--- src/rtl/slice_rr_pkg.sv ---
// -----------------------------------------------------------------------------
// slice_rr_pkg
// Shared definitions for the time-sliced round-robin scheduler:
//   NREQ      - default number of requesters
//   SLICE_W   - default width of each slice-length register (and of the
//               slice down-counter)
//   SLICE_RST - default slice length loaded into every register at reset
//   state_t   - scheduler FSM state encoding
// -----------------------------------------------------------------------------
package slice_rr_pkg;

    localparam int NREQ = 4;
    localparam int SLICE_W = 4;
    localparam logic [SLICE_W-1:0] SLICE_RST = 4'd3;

    typedef enum logic {
        IDLE = 1'b0,
        OWN  = 1'b1
    } state_t;

endpackage

--- src/rtl/slice_rr_scheduler_if.sv ---
// -----------------------------------------------------------------------------
// slice_rr_scheduler_if
// Bundles the requester side and the slice configuration port of the
// scheduler.
//   req        - per-requester request level (held while access is wanted)
//   cfg_we     - slice-register write strobe
//   cfg_idx    - index of the slice register to write
//   cfg_slice  - slice length in cycles to write
//   gnt        - one-hot grant, or all-zero when nobody owns the resource
//   gnt_id     - encoded index of the current owner (0 when idle)
//   gnt_vld    - high exactly when gnt is non-zero
//   slice_last - high in the final cycle of the current owner's slice
// Modports:
//   master - the requesters / configuration agent
//   slave  - the scheduler
// -----------------------------------------------------------------------------
interface slice_rr_scheduler_if #(
    parameter int NREQ    = slice_rr_pkg::NREQ,
    parameter int SLICE_W = slice_rr_pkg::SLICE_W
);

    localparam int IDX_W = (NREQ > 1) ? $clog2(NREQ) : 1;

    logic [NREQ-1:0]    req;
    logic               cfg_we;
    logic [IDX_W-1:0]   cfg_idx;
    logic [SLICE_W-1:0] cfg_slice;

    logic [NREQ-1:0]    gnt;
    logic [IDX_W-1:0]   gnt_id;
    logic               gnt_vld;
    logic               slice_last;

    modport master (
        output req, cfg_we, cfg_idx, cfg_slice,
        input  gnt, gnt_id, gnt_vld, slice_last
    );

    modport slave (
        input  req, cfg_we, cfg_idx, cfg_slice,
        output gnt, gnt_id, gnt_vld, slice_last
    );

endinterface

--- src/rtl/rr_pick.sv ---
// -----------------------------------------------------------------------------
// rr_pick
// Combinational rotating-priority encoder. Scans req starting at index
// 'start' and wrapping modulo NREQ; the first set bit found wins.
//   req    - request vector
//   start  - index with highest priority for this search
//   winner - index of the first set request at or after start (0 if none)
//   found  - high when any request bit is set
// -----------------------------------------------------------------------------
module rr_pick #(
    parameter int NREQ  = 4,
    parameter int IDX_W = 2
) (
    input  logic [NREQ-1:0]  req,
    input  logic [IDX_W-1:0] start,
    output logic [IDX_W-1:0] winner,
    output logic             found
);

    int               pos;
    logic [IDX_W-1:0] pos_idx;

    always_comb begin
        winner  = '0;
        found   = 1'b0;
        pos     = 0;
        pos_idx = '0;
        for (int i = 0; i < NREQ; i++) begin
            // Modulo by subtraction: start < NREQ, so one wrap at most.
            pos = int'(start) + i;
            if (pos >= NREQ) begin
                pos = pos - NREQ;
            end
            pos_idx = IDX_W'(pos);
            if (!found && req[pos_idx]) begin
                found  = 1'b1;
                winner = pos_idx;
            end
        end
    end

endmodule

--- src/rtl/slice_rr_scheduler.sv ---
// -----------------------------------------------------------------------------
// slice_rr_scheduler
// Time-sliced round-robin arbiter. Each requester owns the resource for up to
// slice[k] cycles (a programmed 0 counts as 1); on expiry or early release the
// grant rotates to the next pending requester with no idle gap. A lone
// requester whose slice expires is simply re-granted a fresh slice.
//
// Ports:
//   clk - clock, all state updates on the rising edge
//   rst - asynchronous active-high reset
//   bus - slice_rr_scheduler_if.slave (requests, slice config, grant outputs)
//
// State table:
//   state | meaning
//   IDLE  | no owner, gnt=0, next search starts at ptr
//   OWN   | owner_q holds the grant, cnt_q = cycles left after this one
// -----------------------------------------------------------------------------
module slice_rr_scheduler
    import slice_rr_pkg::*;
#(
    parameter int                          NREQ      = slice_rr_pkg::NREQ,
    parameter int                          SLICE_W   = slice_rr_pkg::SLICE_W,
    parameter logic [slice_rr_pkg::SLICE_W-1:0] SLICE_RST = slice_rr_pkg::SLICE_RST
) (
    input  logic                 clk,
    input  logic                 rst,
    slice_rr_scheduler_if.slave  bus
);

    localparam int IDX_W = (NREQ > 1) ? $clog2(NREQ) : 1;

    state_t             state_q, state_d;
    logic [IDX_W-1:0]   owner_q, owner_d;
    logic [IDX_W-1:0]   ptr_q, ptr_d;
    logic [SLICE_W-1:0] cnt_q, cnt_d;
    logic [SLICE_W-1:0] slice_q [NREQ];

    logic [IDX_W-1:0]   search_start;
    logic [IDX_W-1:0]   win_idx;
    logic               win_found;

    function automatic logic [IDX_W-1:0] next_idx(input logic [IDX_W-1:0] i);
        if (i == IDX_W'(NREQ - 1)) begin
            return '0;
        end
        return i + 1'b1;
    endfunction

    // Counter load value: slice length minus the cycle being granted now.
    // A programmed 0 behaves like 1, so it also loads 0.
    function automatic logic [SLICE_W-1:0] load_val(input logic [SLICE_W-1:0] s);
        return (s == '0) ? '0 : s - 1'b1;
    endfunction

    // While owning, the current owner is checked last; while idle the
    // search resumes just past the previous owner.
    assign search_start = (state_q == OWN) ? next_idx(owner_q) : ptr_q;

    rr_pick #(
        .NREQ  (NREQ),
        .IDX_W (IDX_W)
    ) u_pick (
        .req    (bus.req),
        .start  (search_start),
        .winner (win_idx),
        .found  (win_found)
    );

    // Slice length registers. A load in the same cycle as a write reads the
    // old value, since the FSM samples slice_q before this edge commits.
    always_ff @(posedge clk or posedge rst) begin
        if (rst) begin
            for (int i = 0; i < NREQ; i++) begin
                slice_q[i] <= SLICE_RST;
            end
        end else if (bus.cfg_we) begin
            slice_q[bus.cfg_idx] <= bus.cfg_slice;
        end
    end

    // State register
    always_ff @(posedge clk or posedge rst) begin
        if (rst) begin
            state_q <= IDLE;
            owner_q <= '0;
            ptr_q   <= '0;
            cnt_q   <= '0;
        end else begin
            state_q <= state_d;
            owner_q <= owner_d;
            ptr_q   <= ptr_d;
            cnt_q   <= cnt_d;
        end
    end

    // Next-state logic
    always_comb begin
        state_d = state_q;
        owner_d = owner_q;
        ptr_d   = ptr_q;
        cnt_d   = cnt_q;
        case (state_q)
            IDLE: begin
                if (win_found) begin
                    state_d = OWN;
                    owner_d = win_idx;
                    ptr_d   = next_idx(win_idx);
                    cnt_d   = load_val(slice_q[win_idx]);
                end
            end
            OWN: begin
                if (bus.req[owner_q] && (cnt_q != '0)) begin
                    cnt_d = cnt_q - 1'b1;
                end else if (win_found) begin
                    // Expiry or early release with someone pending. If the
                    // owner is the only one left it wins its own search and
                    // gets a fresh slice.
                    owner_d = win_idx;
                    ptr_d   = next_idx(win_idx);
                    cnt_d   = load_val(slice_q[win_idx]);
                end else begin
                    state_d = IDLE;
                    cnt_d   = '0;
                end
            end
            default: begin
                state_d = IDLE;
                cnt_d   = '0;
            end
        endcase
    end

    // Output decode (Moore: depends on registered state only)
    always_comb begin
        bus.gnt        = '0;
        bus.gnt_id     = '0;
        bus.gnt_vld    = 1'b0;
        bus.slice_last = 1'b0;
        if (state_q == OWN) begin
            bus.gnt[owner_q] = 1'b1;
            bus.gnt_id       = owner_q;
            bus.gnt_vld      = 1'b1;
            bus.slice_last   = (cnt_q == '0);
        end
    end

endmodule

--- src/flat_wrapper.sv ---
// flat-port wrapper written by rule: the top's interface ports become plain ports
module slice_rr_scheduler_flat import slice_rr_pkg::*;
#(
    parameter int                          NREQ      = slice_rr_pkg::NREQ,
    parameter int                          SLICE_W   = slice_rr_pkg::SLICE_W,
    parameter logic [slice_rr_pkg::SLICE_W-1:0] SLICE_RST = slice_rr_pkg::SLICE_RST
)
  (clk, rst, bus_req, bus_cfg_we, bus_cfg_idx, bus_cfg_slice, bus_gnt, bus_gnt_id, bus_gnt_vld, bus_slice_last);
  slice_rr_scheduler_if #(.NREQ(NREQ), .SLICE_W(SLICE_W)) bus_i ();
  input  logic clk;
  input  logic rst;
  input wire logic [$bits(bus_i.req)-1:0] bus_req;
  input wire logic [$bits(bus_i.cfg_we)-1:0] bus_cfg_we;
  input wire logic [$bits(bus_i.cfg_idx)-1:0] bus_cfg_idx;
  input wire logic [$bits(bus_i.cfg_slice)-1:0] bus_cfg_slice;
  output wire logic [$bits(bus_i.gnt)-1:0] bus_gnt;
  output wire logic [$bits(bus_i.gnt_id)-1:0] bus_gnt_id;
  output wire logic [$bits(bus_i.gnt_vld)-1:0] bus_gnt_vld;
  output wire logic [$bits(bus_i.slice_last)-1:0] bus_slice_last;
  assign bus_i.req = bus_req;
  assign bus_i.cfg_we = bus_cfg_we;
  assign bus_i.cfg_idx = bus_cfg_idx;
  assign bus_i.cfg_slice = bus_cfg_slice;
  assign bus_gnt = bus_i.gnt;
  assign bus_gnt_id = bus_i.gnt_id;
  assign bus_gnt_vld = bus_i.gnt_vld;
  assign bus_slice_last = bus_i.slice_last;
  slice_rr_scheduler #(.NREQ(NREQ), .SLICE_W(SLICE_W), .SLICE_RST(SLICE_RST)) u_core (.clk(clk), .rst(rst), .bus(bus_i));
endmodule
--- config.mk ---
export PLATFORM = sky130hd
export DESIGN_NAME = slice_rr_scheduler_flat
export DESIGN_NICKNAME = d
export VERILOG_FILES = /design/src/rtl/slice_rr_pkg.sv /design/src/rtl/slice_rr_scheduler_if.sv /design/src/rtl/rr_pick.sv /design/src/rtl/slice_rr_scheduler.sv /design/src/flat_wrapper.sv
export SDC_FILE = /design/constraint.sdc
export NUM_CORES = 1
export LEC_CHECK = 0
export ABC_AREA = 1
export ABC_CLOCK_PERIOD_IN_PS = 2200
export CAP_MARGIN = 5
export CORE_AREA = 4 4 67 69
export CTS_CLUSTER_DIAMETER = 100
export CTS_CLUSTER_SIZE = 10
export DETAILED_ROUTE_END_ITERATION = 10
export DIE_AREA = 0 0 71 73
export PLACE_DENSITY = 0.79
export SYNTH_ARGS = -nofsm -noshare
export SYNTH_HDL_FRONTEND = slang
export SYNTH_SLANG_ARGS = --single-unit
--- constraint.sdc ---
create_clock -name clk -period 2.2 [get_ports clk]
set_clock_uncertainty 0.05 [all_clocks]
set_input_delay 0.33 -clock clk [delete_from_list [all_inputs] [get_ports clk]]
set_output_delay 0.33 -clock clk [all_outputs]
set_load 0.01 [all_outputs]
==> results.cfg, run 1 <==
[final_layout]
fin_nets = 341
antenna_cells = 0
final_common_cell = nand2_1
utilization = 0.697
mostFrequentLayoutCells = nand2_1 (62), buf_4 (35), inv_1 (33)
drive_gt1_frac = 0.389
area_delta_synth_final_pct = 45.5
nFillCells = 330

[placed_design]
hpwl_um = 3370
gp_congestion = 0.930
portBuffers = 20

[setup_path]
critPathKind = register to register
r2r_end = u_core.cnt_q[0]$_DFFE_PP0P_
r2r_start = u_core.owner_q[1]$_DFFE_PP0P_
arrival_ps = 2560
r2r_slack_ps = -210
crit_required_ps = 2350
worst_setup_path_start_kind = register
cp-end-kind = register
crit_path_start = u_core.owner_q[1]$_DFFE_PP0P_
reg2reg_depth = 18
cp_max_fo = 7

[timing]
max_freq_ghz = 0.415
worst_slew_pin_slew_ps = 335
min_period_over_period = 1.10
finalCriticalPeriod_ps = 2410
setup_viol = 5
hold_viol = 0
layout_setup_ws_ps = -209
rsz0062_at_grt = true
relSlewSlack = 0.776
drv_slew = 0

[logic_synthesis]
synth_seq_cells = 25
synth_top_area_share = 0.227
synthTopCellsByArea = dfrtp_1 (23%), nand2_1 (15%), dfstp_2 (11%)
synth.yosys.seq_area_share = 0.339
syn-cell-area_um2 = 1870
syn_area_per_cell_um2 = 7.29
yosysTopAreaCell = dfrtp_1
synth_fp_nets = 276
synthCells = 257
ys_warn_count = 0
ys_types = 26

[clock_tree]
clkTransAtPathRegs_ps = 80
clk_path_buf_depth = 2
ctsRootBufferMaster = clkbuf_8
cts_tree = built
clock_latency_ps = 260
cts.sinks = 25
cts_buffers = 3
htreeDepth = 1

[grt]
grt_max_degree = 26
grt_usage = 0.185
grt_pass1_vias = 1890
grt_overflow = 0
grt_antenna_before_repair = 0
grt_pass1_wl_um = 7890

[floorplan]
row_count = 23
die_x_um = 71
start_util = 0.479
die_area_um2 = 5180
core_um2 = 3910
dieHeight_um = 73
top_level_ports = 21

[detailed_routing]
drcViolationCount = 0
via_per_inst = 5.18
dr.first_iter.drc_count = 102
ant_nets = 0
vias = 1923
wire_per_inst_um = 13.1
routed_wl_um = 4850
firstDrtPassIters = 4

[outcome]
status = finished, violations left
failed_checks = setup timing

[hold_path]
hold_class = input pin to async pin

[job]
maxCapViolations = 0
==> flip-flops by register name (all words and copies together) (netlist names) <==
signal and cells:
u_core.owner_q 2, u_core.ptr_q 2, u_core.state_q 1, u_core.cnt_q 4, u_core.slice_q 16
==> worst max-delay path by stage <==
stage	end	slack, ps	depth (start not counted)
6_report	u_core.cnt_q[0]$_DFFE_PP0P_	-210	18
5_1_grt	u_core.cnt_q[0]$_DFFE_PP0P_	-390	21
4_1_cts	u_core.cnt_q[2]$_DFFE_PP0P_	-150	18
3_5_place_dp	u_core.cnt_q[0]$_DFFE_PP0P_	-230	16
3_3_place_gp	u_core.cnt_q[0]$_DFFE_PP0P_	-200	16
2_1_floorplan	u_core.cnt_q[0]$_DFFE_PP0P_	-40	20
==> synthesized netlist by cell type, drive strengths merged <==
cell / instances
dfstp: 8
buf: 2
inv: 40
o221ai: 1
ha: 6
o21ai: 22
nand2: 101
o22ai: 2
a21oi: 4
xnor2: 1
nand4: 10
o21a: 1
xor2: 1
nor2: 7
dfrtp: 17
nand3: 34
==> cell families after synthesis <==
kind of cell             Yosys count  synth area share
AO/OA/AOI/OAI                     30            0.0908
XOR/XNOR                           2           0.00935
adder cells (fa/ha/maj)            6            0.0401
buffers and inverters             42            0.0901
flip-flops                        25             0.339
AND/OR/NAND/NOR                  152             0.431
==> critical path, cell delays in order, from the launching register on <==
cell	delay (ps)
dfrtp_1	400
inv_2	90
ha_4	210
inv_2	50
nand2_2	50
nand2_4	90
nand2_2	60
nand2_2	80
nand2_2	70
nand2_4	130
nand4_1	200
a21oi_4	280
buf_6	150
nand3_4	70
nand2_2	120
nor2_4	50
nand2_2	80
nand3_2	60
nand2_1	70
==> layer usage <==
| metal | wire (um) | track usage | up-vias |
|---|---|---|---|
| met4 | 99 | 0.0543 | 0 |
| met5 | 0 | 0 | - |
| li1 | - | - | 957 |
| met2 | 2590 | 0.355 | 55 |
| met3 | 208 | 0.0220 | 13 |
| met1 | 1950 | 0.213 | 898 |
==> what timing repair did <==
action / in CTS / in global routing
pin swaps: 12 / 31
gates cloned: 0 / 2
gates resized for setup: 7 / 36
endpoints found under the setup margin: 8 / 8
buffers inserted: 4 / 6
hold buffers: 0 / 0
==> area by class of cell <==
type | instances | area (um2) | area share
Clock buffer | 3 | 41.3 | 0.0151
Sequential cell | 25 | 637 | 0.233
Tap cell | 50 | 62.6 | 0.0229
Timing Repair Buffer | 60 | 528 | 0.194
Clock inverter | 1 | 5.00 | 0.00183
Multi-Input combinational cell | 192 | 1300 | 0.476
Inverter | 40 | 155 | 0.0569
==> stage by stage <==
step / std cells / setup TNS [ps] / cell area, um2 / setup WS [ps] / hold slack, ps
finish: 371 / -740 / 2730 / -209 / 349
detailed placement: 355 / -1330 / 2390 / -230 / 426
floorplan: 257 / -89.5 / 1930 / -43.1 / 301
global route: 371 / -1940 / 2730 / -392 / 421
CTS: 363 / -548 / 2490 / -149 / 358
global placement: 355 / -1210 / 2390 / -199 / 417
Power of run 1 is left out: the tool's default activity adds up to more than one toggle a clock period on the data nets, which glitch-free logic cannot reach.
==> run 2, diff against run 1 <==
CORE_AREA = 4 4 61 74   (was 4 4 67 69)
DIE_AREA = 0 0 65 78   (was 0 0 71 73)
PLACE_DENSITY = 0.81   (was 0.79)
==> results.cfg, run 2 (synthesized netlist as in run 1, its figures left out) <==
[outcome]
status = finished, violations left
failed_checks = setup timing

[placed_design]
gp_congestion = 0.893
portBuffers = 20
hpwl_um = 3570
place_area_um2 = 2410

[final_layout]
final_common_cell = nand2_1
fin_nets = 337
reg_top3 = u_core.slice_q (16), u_core.cnt_q (4)
mostFrequentLayoutCells = nand2_1 (67), buf_4 (35), inv_1 (34)
area_delta_synth_final_pct = 36.5
utilization = 0.665
register_area_um2 = 638
fin_area_um2 = 2560
nFillCells = 327
largest_reg_flops = 16
drive_gt1_frac = 0.338
largest-register = u_core.slice_q
multiInputGateArea_um2 = 1170
antenna_cells = 0

[detailed_routing]
routed_wl_um = 4680
wire_per_inst_um = 12.6
drcViolationCount = 0
via_per_inst = 5.05
ant_nets = 0
dr.first_iter.drc_count = 74
firstDrtPassIters = 4
vias = 1873

[floorplan]
dieHeight_um = 78
start_util = 0.487
top_level_ports = 21
row_count = 25
die_area_um2 = 5070
core_um2 = 3850
die_x_um = 65

[setup_path]
critPathKind = register to register
arrival_ps = 2550
crit_required_ps = 2330
worst_setup_path_start_kind = register
cp_max_fo = 6
r2r_slack_ps = -220
cp-end-kind = register

[timing]
relSlewSlack = 0.791
drv_slew = 0
max_freq_ghz = 0.414
worst_slew_pin_slew_ps = 313
hold_viol = 0
finalCriticalPeriod_ps = 2420
setup_viol = 7
hold_slack_ps = 354
min_period_over_period = 1.10
layout_setup_ws_ps = -217
fin_tns_setup_ps = -854
rsz0062_at_grt = true

[grt]
use_met3 = 0.0145
grt_pass1_wl_um = 8120
grt_antenna_before_repair = 0
top_usage_layer = met2
grt_max_degree = 26
grt_overflow = 0
met1_usage = 0.213
grt_usage = 0.201
gr-usage-met2 = 0.381
grt_pass1_vias = 1929

[clock_tree]
htreeDepth = 1
cts.sinks = 25
hold_buffers = 0
clock_latency_ps = 280
ctsRootBufferMaster = clkbuf_8
cts_buffers = 3
clk_path_buf_depth = 2
cts_tree = built
clkTransAtPathRegs_ps = 90

[hold_path]
hold_class = input pin to async pin

[job]
maxCapViolations = 0
==> run 2: cell count changes in the layout (fill, tap and decap cells not counted), sizes merged <==
cell,change
clkinv,-1
clkbuf,+1
nand4,-1
buf,-3
dlymetal6s2s,+1
clkdlybuf4s50,-1
==> run 2: metal layers <==
layer | up-vias | routed length [um]
met4 | 0 | 164
met1 | 879 | 1850
met3 | 13 | 125
met2 | 36 | 2540
met5 | - | 0
li1 | 945 | -
==> run 2: stage by stage <==
| stage | std cells | setup slack (ps) |
|---|---|---|
| global placement | 361 | -199 |
| CTS | 371 | -135 |
| finish | 371 | -217 |
| global route | 371 | -359 |
| detailed placement | 361 | -257 |
| floorplan | 257 | -43.1 |
==> run 2: path summary, 6_finish.rpt <==
path | start | to | cells past startpoint
setup reg to reg | u_core.owner_q[1]$_DFFE_PP0P_ | u_core.cnt_q[2]$_DFFE_PP0P_ | 20
max in group asynchronous | rst | u_core.slice_q[5]$_DFFE_PP1P_ | 3
hold reg to reg | u_core.slice_q[0]$_DFFE_PP1P_ | u_core.slice_q[0]$_DFFE_PP1P_ | 2
hold / removal | rst | u_core.slice_q[2]$_DFFE_PP0P_ | 3
setup / recovery | u_core.owner_q[1]$_DFFE_PP0P_ | u_core.cnt_q[2]$_DFFE_PP0P_ | 20
min in group clk | u_core.slice_q[0]$_DFFE_PP1P_ | u_core.slice_q[0]$_DFFE_PP1P_ | 2
==> run 2: timing repair <==
item / in CTS / in global routing
endpoints found under the hold margin: 0 / 0
setup endpoints to repair: 8 / 9
buffers inserted: 5 / 0
gates resized for setup: 11 / 4
pin swaps: 18 / 8
gates cloned: 1 / 0
==> run 2: worst max-delay path: stages, from the launching register on <==
cell,delay (ps)
dfrtp_1,400
inv_2,90
ha_4,210
inv_2,60
nand2_2,70
nand2_4,100
nand2_2,50
nand2_2,100
nand2_2,70
nand2_4,120
nand3_2,90
nand2_2,90
nand2_4,60
a21oi_4,210
nand3_2,120
nand2_2,110
nand2_2,70
inv_2,60
nand2_2,70
nand3_2,70
nand2_1,40
==> run 2: layout make-up <==
class                      count  area share
tap                           54      0.0264
sequential                    25       0.249
timing repair buffer          57       0.191
clock buffer                   4      0.0176
multi-input combinational    191       0.456
inverter                      40      0.0597
Power of run 2 is left out for the same reason.
